==> src/rtl/pipeline_pkg.sv <==
// Shared pipeline definitions: fetch reset defaults and the fetch FSM state encoding.
package pipeline_pkg;

    localparam logic [31:0] DEFAULT_RESET_PC  = 32'h0000_0000;
    localparam logic [31:0] DEFAULT_NOP_INSTR = 32'h0000_0013;

    typedef enum logic [1:0] {
        IDLE  = 2'd0,
        REQ   = 2'd1,
        HOLD  = 2'd2,
        DRAIN = 2'd3
    } fetch_state_t;

endpackage

==> src/rtl/if_id_reg.sv <==
// IF/ID pipeline register: flush has priority over load; resets to an invalid NOP.
module if_id_reg
    import pipeline_pkg::*;
#(
    parameter logic [31:0] NOP_INSTR = DEFAULT_NOP_INSTR
) (
    input  logic        clk,
    input  logic        rst,
    input  logic        load,
    input  logic        flush,
    input  logic [31:0] instr_in,
    input  logic [31:0] pc_in,
    output logic [31:0] instr,
    output logic [31:0] pc,
    output logic        valid
);

    always_ff @(posedge clk or posedge rst) begin
        if (rst) begin
            instr <= NOP_INSTR;
            pc    <= '0;
            valid <= 1'b0;
        end else if (flush) begin
            instr <= NOP_INSTR;
            valid <= 1'b0;
        end else if (load) begin
            instr <= instr_in;
            pc    <= pc_in;
            valid <= 1'b1;
        end
    end

endmodule

==> src/rtl/fetch_stage.sv <==
// Instruction fetch stage: PC, req/ack fetch FSM with stall hold buffer and redirect drain.
module fetch_stage
    import pipeline_pkg::*;
#(
    parameter logic [31:0] RESET_PC  = DEFAULT_RESET_PC,
    parameter logic [31:0] NOP_INSTR = DEFAULT_NOP_INSTR
) (
    input  logic        Clk,
    input  logic        Reset,
    input  logic [31:0] NextAddrIn,
    output logic [31:0] SeqAddrOut,
    input  logic        RedirectIn,
    input  logic        StallIn,
    output logic        IMemReqOut,
    output logic [31:0] IMemAddrOut,
    input  logic        IMemAckIn,
    input  logic [31:0] IMemDataIn,
    output logic [31:0] InstrOut,
    output logic [31:0] PCOut,
    output logic        ValidOut
);

    fetch_state_t state;
    logic [31:0]  pc;
    logic [31:0]  drain_addr;
    logic [31:0]  hold_buf;
    logic         req;
    logic         load;
    logic         flush;
    logic [31:0]  load_instr;

    assign SeqAddrOut  = pc + 32'd1;
    assign IMemReqOut  = req;
    // A drained request keeps its original address even after the PC has moved on.
    assign IMemAddrOut = (state == DRAIN) ? drain_addr : pc;

    always_comb begin
        load       = 1'b0;
        flush      = RedirectIn;
        load_instr = IMemDataIn;
        case (state)
            REQ:  load = IMemAckIn && !StallIn && !RedirectIn;
            HOLD: begin
                load       = !StallIn && !RedirectIn;
                load_instr = hold_buf;
            end
            default: ;
        endcase
    end

    always_ff @(posedge Clk or posedge Reset) begin
        if (Reset) begin
            state      <= IDLE;
            pc         <= RESET_PC;
            drain_addr <= '0;
            hold_buf   <= '0;
            req        <= 1'b0;
        end else begin
            case (state)
                IDLE: begin
                    if (RedirectIn) pc <= NextAddrIn;
                    state <= REQ;
                    req   <= 1'b1;
                end
                REQ: begin
                    if (RedirectIn) begin
                        pc <= NextAddrIn;
                        if (!IMemAckIn) begin
                            drain_addr <= pc;
                            state      <= DRAIN;
                        end
                    end else if (IMemAckIn) begin
                        if (StallIn) begin
                            hold_buf <= IMemDataIn;
                            state    <= HOLD;
                            req      <= 1'b0;
                        end else begin
                            pc <= NextAddrIn;
                        end
                    end
                end
                HOLD: begin
                    if (RedirectIn || !StallIn) begin
                        if (RedirectIn) hold_buf <= '0;
                        pc    <= NextAddrIn;
                        state <= REQ;
                        req   <= 1'b1;
                    end
                end
                DRAIN: begin
                    if (RedirectIn) pc <= NextAddrIn;
                    if (IMemAckIn) state <= REQ;
                end
            endcase
        end
    end

    if_id_reg #(
        .NOP_INSTR(NOP_INSTR)
    ) u_if_id_reg (
        .clk     (Clk),
        .rst     (Reset),
        .load    (load),
        .flush   (flush),
        .instr_in(load_instr),
        .pc_in   (pc),
        .instr   (InstrOut),
        .pc      (PCOut),
        .valid   (ValidOut)
    );

endmodule

==> config.mk <==
export PLATFORM = sky130hd
export DESIGN_NAME = fetch_stage
export DESIGN_NICKNAME = d
export VERILOG_FILES = /design/src/rtl/pipeline_pkg.sv /design/src/rtl/if_id_reg.sv /design/src/rtl/fetch_stage.sv
export SDC_FILE = /design/constraint.sdc
export NUM_CORES = 1
export LEC_CHECK = 0
export ABC_AREA = 1
export CAP_MARGIN = 20
export CORE_MARGIN = 1.5
export CORE_UTILIZATION = 50
export DETAILED_ROUTE_END_ITERATION = 10
export PLACE_DENSITY_LB_ADDON = 0.12
export SKIP_CTS_REPAIR_TIMING = 1
export SYNTH_ARGS = -nofsm -noshare
export SYNTH_HDL_FRONTEND = slang
export SYNTH_SLANG_ARGS = --single-unit
==> constraint.sdc <==
create_clock -name Clk -period 7.6 [get_ports Clk]
set_clock_uncertainty 0.1 [all_clocks]
set_input_delay 1.14 -clock Clk [delete_from_list [all_inputs] [get_ports Clk]]
set_output_delay 1.14 -clock Clk [all_outputs]
set_load 0.05 [all_outputs]
==> results of run 1 <==
==> cell usage in the layout, fill, tap and decap left out, types with 3 or more instances in the layout <==
| cell type | Yosys | routed |
|---|---|---|
| a21oi_1 | 20 | 20 |
| buf_4 | 2 | 6 |
| bufinv_16 | 0 | 4 |
| clkbuf_1 | 24 | 4 |
| clkbuf_16 | 0 | 17 |
| clkdlybuf4s50_1 | 0 | 198 |
| clkinv_2 | 0 | 3 |
| dfrtp_1 | 161 | 161 |
| dfstp_2 | 3 | 3 |
| ha_1 | 6 | 5 |
| inv_1 | 90 | 89 |
| nand2_1 | 404 | 404 |
| nand3_1 | 31 | 30 |
| nand3b_1 | 3 | 3 |
| nor2_1 | 58 | 58 |
| o21ai_0 | 122 | 122 |
| o21ai_1 | 49 | 49 |
| xor2_1 | 15 | 15 |
==> sequential cells by signal (all words and copies together), names as in the netlist <==
register           flops
u_if_id_reg.valid      1
u_if_id_reg.instr     32
drain_addr            32
pc                    32
hold_buf              32
state                  2
IMemReqOut             1
u_if_id_reg.pc        32
==> per-layer routing <==
metal / vias to the layer above / part of all wire [%] / global-route usage (%)
met5: - / 0 / 0
met4: 0 / 2.2 / 9.32
met3: 29 / 5.7 / 4.38
met2: 229 / 46 / 40.5
met1: 3256 / 46 / 35.5
li1: 3555 / - / -
==> synthesized netlist by cell type <==
cell type and n:
nand2_1 404, dfrtp_1 161, o21ai_0 122, inv_1 90
nor2_1 58, o21ai_1 49, nand3_1 31, clkbuf_1 24
a21oi_1 20, buf_2 19, xor2_1 15, ha_1 6
dfstp_2 3, nand3b_1 3, buf_1 2, buf_4 2
inv_2 2, nand4_2 2, nor2_2 2, nor2_4 2
buf_6 1, inv_4 1, nand2_2 1, nand4_1 1
==> metrics by stage <==
stage / power (mW) / std cells / setup WS, ps / utilization, % / cell area [sq um]
floorplan: 3.55 / 1021 / 1930 / - / 7830
CTS: 5.46 / 1420 / 3410 / 69.0 / 10500
finish: 5.46 / 1422 / 3490 / 69.3 / 10600
detailed placement: 4.55 / 1388 / 3560 / 64.9 / 9910
global route: 5.78 / 1422 / 3330 / 69.3 / 10600
global placement: 4.51 / 1388 / 3600 / 64.9 / 9910
==> area by class of cell <==
type                            instances  share of cell area [%]
Sequential cell                       164                    38.9
Tap cell                              211                    2.50
Clock inverter                          9                    1.43
Inverter                               93                    3.37
Multi-Input combinational cell        716                    29.8
Clock buffer                           23                    4.43
Timing Repair Buffer                  206                    19.6
==> report_power, final <==
group	switching (mW)	total, mW	internal [mW]
Sequential	0.282	1.53	1.25
Clock	0.334	0.901	0.566
Combinational	2.11	3.03	0.916
==> logic make-up after synthesis <==
kind of cell,Yosys count,synth area share (%)
DFF,164,52.5
and+or+nand+nor,504,25.4
AOI/OAI and AO/OA,191,12.2
adders and majority gates,6,0.959
xor gates and xnor gates,15,1.68
buffers and inverters,141,7.29
==> worst max-delay path, cell delays in order (launching register included) <==
cell	delay, ps
dfrtp_1	410
ha_1	220
nand2_1	60
nor2_1	190
nand2_1	130
nor2_1	400
nand3_1	130
nand2_1	90
clkdlybuf4s50_1	810
==> worst paths after layout <==
kind / to / slack (ps) / depth (start not counted)
max reg2reg: u_if_id_reg.instr[29] / 3930 / 11
min: u_if_id_reg.instr[12] / 380 / 2
min in group asynchronous: drain_addr[2] / 1180 / 2
max in group asynchronous: hold_buf[29] / 4920 / 3
min reg2reg: u_if_id_reg.instr[12] / 380 / 2
max: SeqAddrOut[30] / 3490 / 8
==> metrics.txt, run 1 <==
status=finished, final reports clean; Multi-input gate area=between 3000 and 4000 sq um; max frequency=0.243 GHz; Synth warnings=0; Lkg Pwr=approximately 5 nW; CP startpoint kind=flip-flop; FP Rows=45; vias=7069; Starting Density=51.3%; Skew-Pair Late Insertion Delay=~420 ps; Yosys cell types=24; Max-slew headroom=39.8%; H-tree lvl count=4; full die area=16400 sq um; Critical R2R Launch=state[0]; # Max-Cap Violations=0; critical path capture point type=primary output; final period utilization=between 50 and 60%; GRT overflow=0; WL final=20200 microns; WP data required=around 6400 ps; clk slew on worst S/H paths=60 ps; TNS Setup=0 ps; critical path arrival=between 2000 and 3000 ps; share of cells above drive strength 1=~4.3%; cts bufs inserted=17; global-route wire length before repair=32600 microns; critical path fanouts, max=5; io pins=roughly 200; CP startpoint=pc[1]; filler cell count in the final layout=~1300; nets=approximately 1300; gr usage total=around 26%; largest area contributor in the netlist=dfrtp_1; power per standard cell area=between 500 and 600 nW/um^2; DRC=0; endpoints failing setup=0; Syn Nets=about 1100; largest vdd supply drop=0.000363 V; antenna-violating nets left=0; Seq/Total Area, Yosys=52.5%; hold path startpoint=u_if_id_reg.instr[12]; fin crit period=between 4000 and 5000 ps; Hold/Removal Path Class=reg2reg; CTS tree=yes; RSZ-0062 raised after global routing=no; syn avg cell area=7.66 sq um; Via density=between 4 and 5; Final Hold Viols=0; initial antenna violation count=0; final slew viol count=0; Avg WL per Cell=14.2 microns; Port Buffers=just under 200; share of Yosys cell area claimed by the top area cell type=51.5%; area delta synth->final=35.1%; Bufs on Longest Clock Path=2; largest net degree at the start of global routing=between 100 and 150; First-pass DRT Iterations=5; ranking of synthesized cells by area=dfrtp_1, nand2_1, o21ai_0; Root Buffer=clkbuf_16; Crit Path Category=reg2out; GP Congestion=between 0.8 and 0.9; 1st-iter DRT viols=a little under 700; post-detail-place hpwl=between 10000 and 15000 microns; Die Span Y=between 100 and 150 microns; CTS Sinks=approximately 160; Syn Inst Count=approximately 1000; Hold Slack=around 380 ps; Slew @ Worst Pin=around 900 ps; register area=between 4000 and 5000 sq um; Ant. Diodes=0; area of the mapped netlist=a little under 8000 sq um; die width=between 100 and 150 microns; vias in the first global route=about 6500; Core ar.=15300 sq um; synthesized flop and latch total=~160
Power figures use the tool's default switching activity.
==> run 2: changes to the inputs <==
==> constraint.sdc (replaced) <==
create_clock -name Clk -period 4.3 [get_ports Clk]
set_clock_uncertainty 0.1 [all_clocks]
set_input_delay 0.645 -clock Clk [delete_from_list [all_inputs] [get_ports Clk]]
set_output_delay 0.645 -clock Clk [all_outputs]
set_load 0.05 [all_outputs]
==> run 2 against run 1 <==
Sequential share of layout area hardly changed; first-iteration DRC count fell by 14%; setup slack worse by 3000 ps; flip-flop and latch count unchanged; largest cell class unchanged; wire length increased by 4.5%; via count up 1.2%; highest routed layer unchanged; non-clock buffer count down 1; critical path depth fell by 4; sequential power rose by 76%; core utilization about the same; register-to-register slack lost 2600 ps; critical path type unchanged.
==> metrics.txt, run 2 (synthesis gave the netlist of run 1 again) <==
WL final=21100 microns; cts bufs inserted=17; full die area=between 15000 and 20000 sq um; Core ar.=15300 sq um; gr usage total=between 20% and 30%; WP data required=approximately 3600 ps; clk slew on worst S/H paths=roughly 60 ps; First-pass DRT Iterations=5; CTS Sinks=roughly 160; Final Util=between 60% and 70%; max frequency=0.266 GHz; Crit Path Category=reg2out; antenna-violating nets left=0; Post-Route M1 WL=between 9000 and 10000 microns; vias=around 7000; die width=128 microns; reg-to-reg endpoint=u_if_id_reg.instr[29]; critical path fanouts, max=65; sequential share of power=around 28%; Slew @ Worst Pin=between 1000 and 1500 ps; metal2 WL=approximately 10000 microns; commonest non-fill, non-tap cell in the layout=nand2_1; FP Rows=between 40 and 50; internal power=slightly below 5 mW; final period utilization=87.5%; 1st-iter DRT viols=between 500 and 600; global-route wire length before repair=34000 microns; CTS tree=yes; Starting Density=roughly half; Final Hold Viols=0; status=finished, final reports clean; P_sw=a little under 5 mW; clock share of power=between 10% and 20%; CP startpoint=state[0]; io pins=about 200; Ant. Diodes=0; reg2reg path depth=10; commonest cells after routing, fill and taps aside=nand2_1, clkdlybuf4s50_1, dfrtp_1; largest vdd supply drop=roughly 0.00063 V; TNS Setup=0 ps; fin crit period=around 3800 ps; Via density=~5.0; GRT overflow=0; Bufs on Longest Clock Path=2; Hold/Removal Path Class=reg2reg; Port Buffers=about 200; Die Span Y=~130 microns; GP Congestion=between 0.8 and 0.9; vias in the first global route=6770; Max-slew headroom=between 20% and 30%; Critical R2R Launch=state[0]; critical path arrival=slightly above 3000 ps; setup slack, reg-to-reg=about 1300 ps; Lkg Pwr=about 5.0 nW; initial antenna violation count=0; Avg WL per Cell=about 15 microns; power per standard cell area=916 nW/um^2; share of cells above drive strength 1=4.38%; largest net degree at the start of global routing=about 170; Worst Hold Endpoint=u_if_id_reg.instr[15]; DRC=0; Gate power share=a little under three fifths; final slew viol count=0; Hold Slack=370 ps; post-detail-place hpwl=14200 microns; endpoints failing setup=0; nets=between 1000 and 1500; RSZ-0062 raised after global routing=no; Root Buffer=clkbuf_16; highest metal used=met4; H-tree lvl count=4; WHS Path Cells=2; critical path capture point type=primary output; CP startpoint kind=flip-flop; # Max-Cap Violations=0; hold path startpoint=u_if_id_reg.instr[15]; Skew-Pair Late Insertion Delay=between 400 and 500 ps; Met3 Wirelength=approximately 1600 microns; placed instance count=about 1400; area delta synth->final=35.0%; post-route insts no fill=1421; switching part of the total=about half
==> run 2: how the worst max path moves through the flow <==
stage	endpoint	depth (start not counted)
after floorplan	IMemAddrOut[23]	4
after global placement	IMemAddrOut[31]	4
after detailed placement	IMemAddrOut[31]	4
after CTS	IMemAddrOut[18]	4
after global routing	IMemAddrOut[31]	4
final	IMemAddrOut[18]	4
==> run 2: worst max-delay path, stage by stage, from the launching register on <==
cell and delay [ps]:
dfrtp_1 450, ha_2 940, nand2_1 130, o21ai_0 190, clkdlybuf4s50_1 870
==> run 2: routing by layer <==
| layer | up-vias | GRT usage, % |
|---|---|---|
| met5 | - | 0 |
| met4 | 0 | 9.39 |
| met3 | 34 | 7.97 |
| met2 | 258 | 42.4 |
| met1 | 3316 | 34.4 |
| li1 | 3547 | - |
==> run 2: layout make-up <==
type                       instances  area [sq um]
multi-input combinational        716          3150
clock inverter                    10           153
inverter                          93           355
tap                              211           264
clock buffer                      22           474
fill                            1298          4690
sequential                       164          4110
timing repair buffer             205          2060
==> run 2: through the flow <==
step,setup WS [ps],area [sq um],power [mW]
5_1_grt,339,10600,10.2
3_5_place_dp,1020,9920,8.04
3_3_place_gp,1040,9920,7.97
6_report,535,10600,9.68
4_1_cts,520,10500,9.70
2_1_floorplan,1450,7830,6.27
==> run 2: power by group through the flow <==
stage,registers [mW],clock network (mW),logic [mW]
4_1_cts,2.69,1.63,5.38
3_5_place_dp,2.70,0,5.34
6_report,2.70,1.62,5.36
2_1_floorplan,3.32,0,2.96
5_1_grt,2.79,1.71,5.73
3_3_place_gp,2.67,0,5.29
==> run 3: changes to the inputs <==
--- a/config.mk
+++ b/config.mk
@@ -9,6 +9,7 @@
 export CAP_MARGIN = 20
 export CORE_MARGIN = 1.5
 export CORE_UTILIZATION = 50
+export CTS_CLUSTER_SIZE = 12
 export DETAILED_ROUTE_END_ITERATION = 10
 export PLACE_DENSITY_LB_ADDON = 0.12
 export SKIP_CTS_REPAIR_TIMING = 1
==> results of run 3 <==
Same layout as run 2: the final DEF is identical, and so are final timing and power.
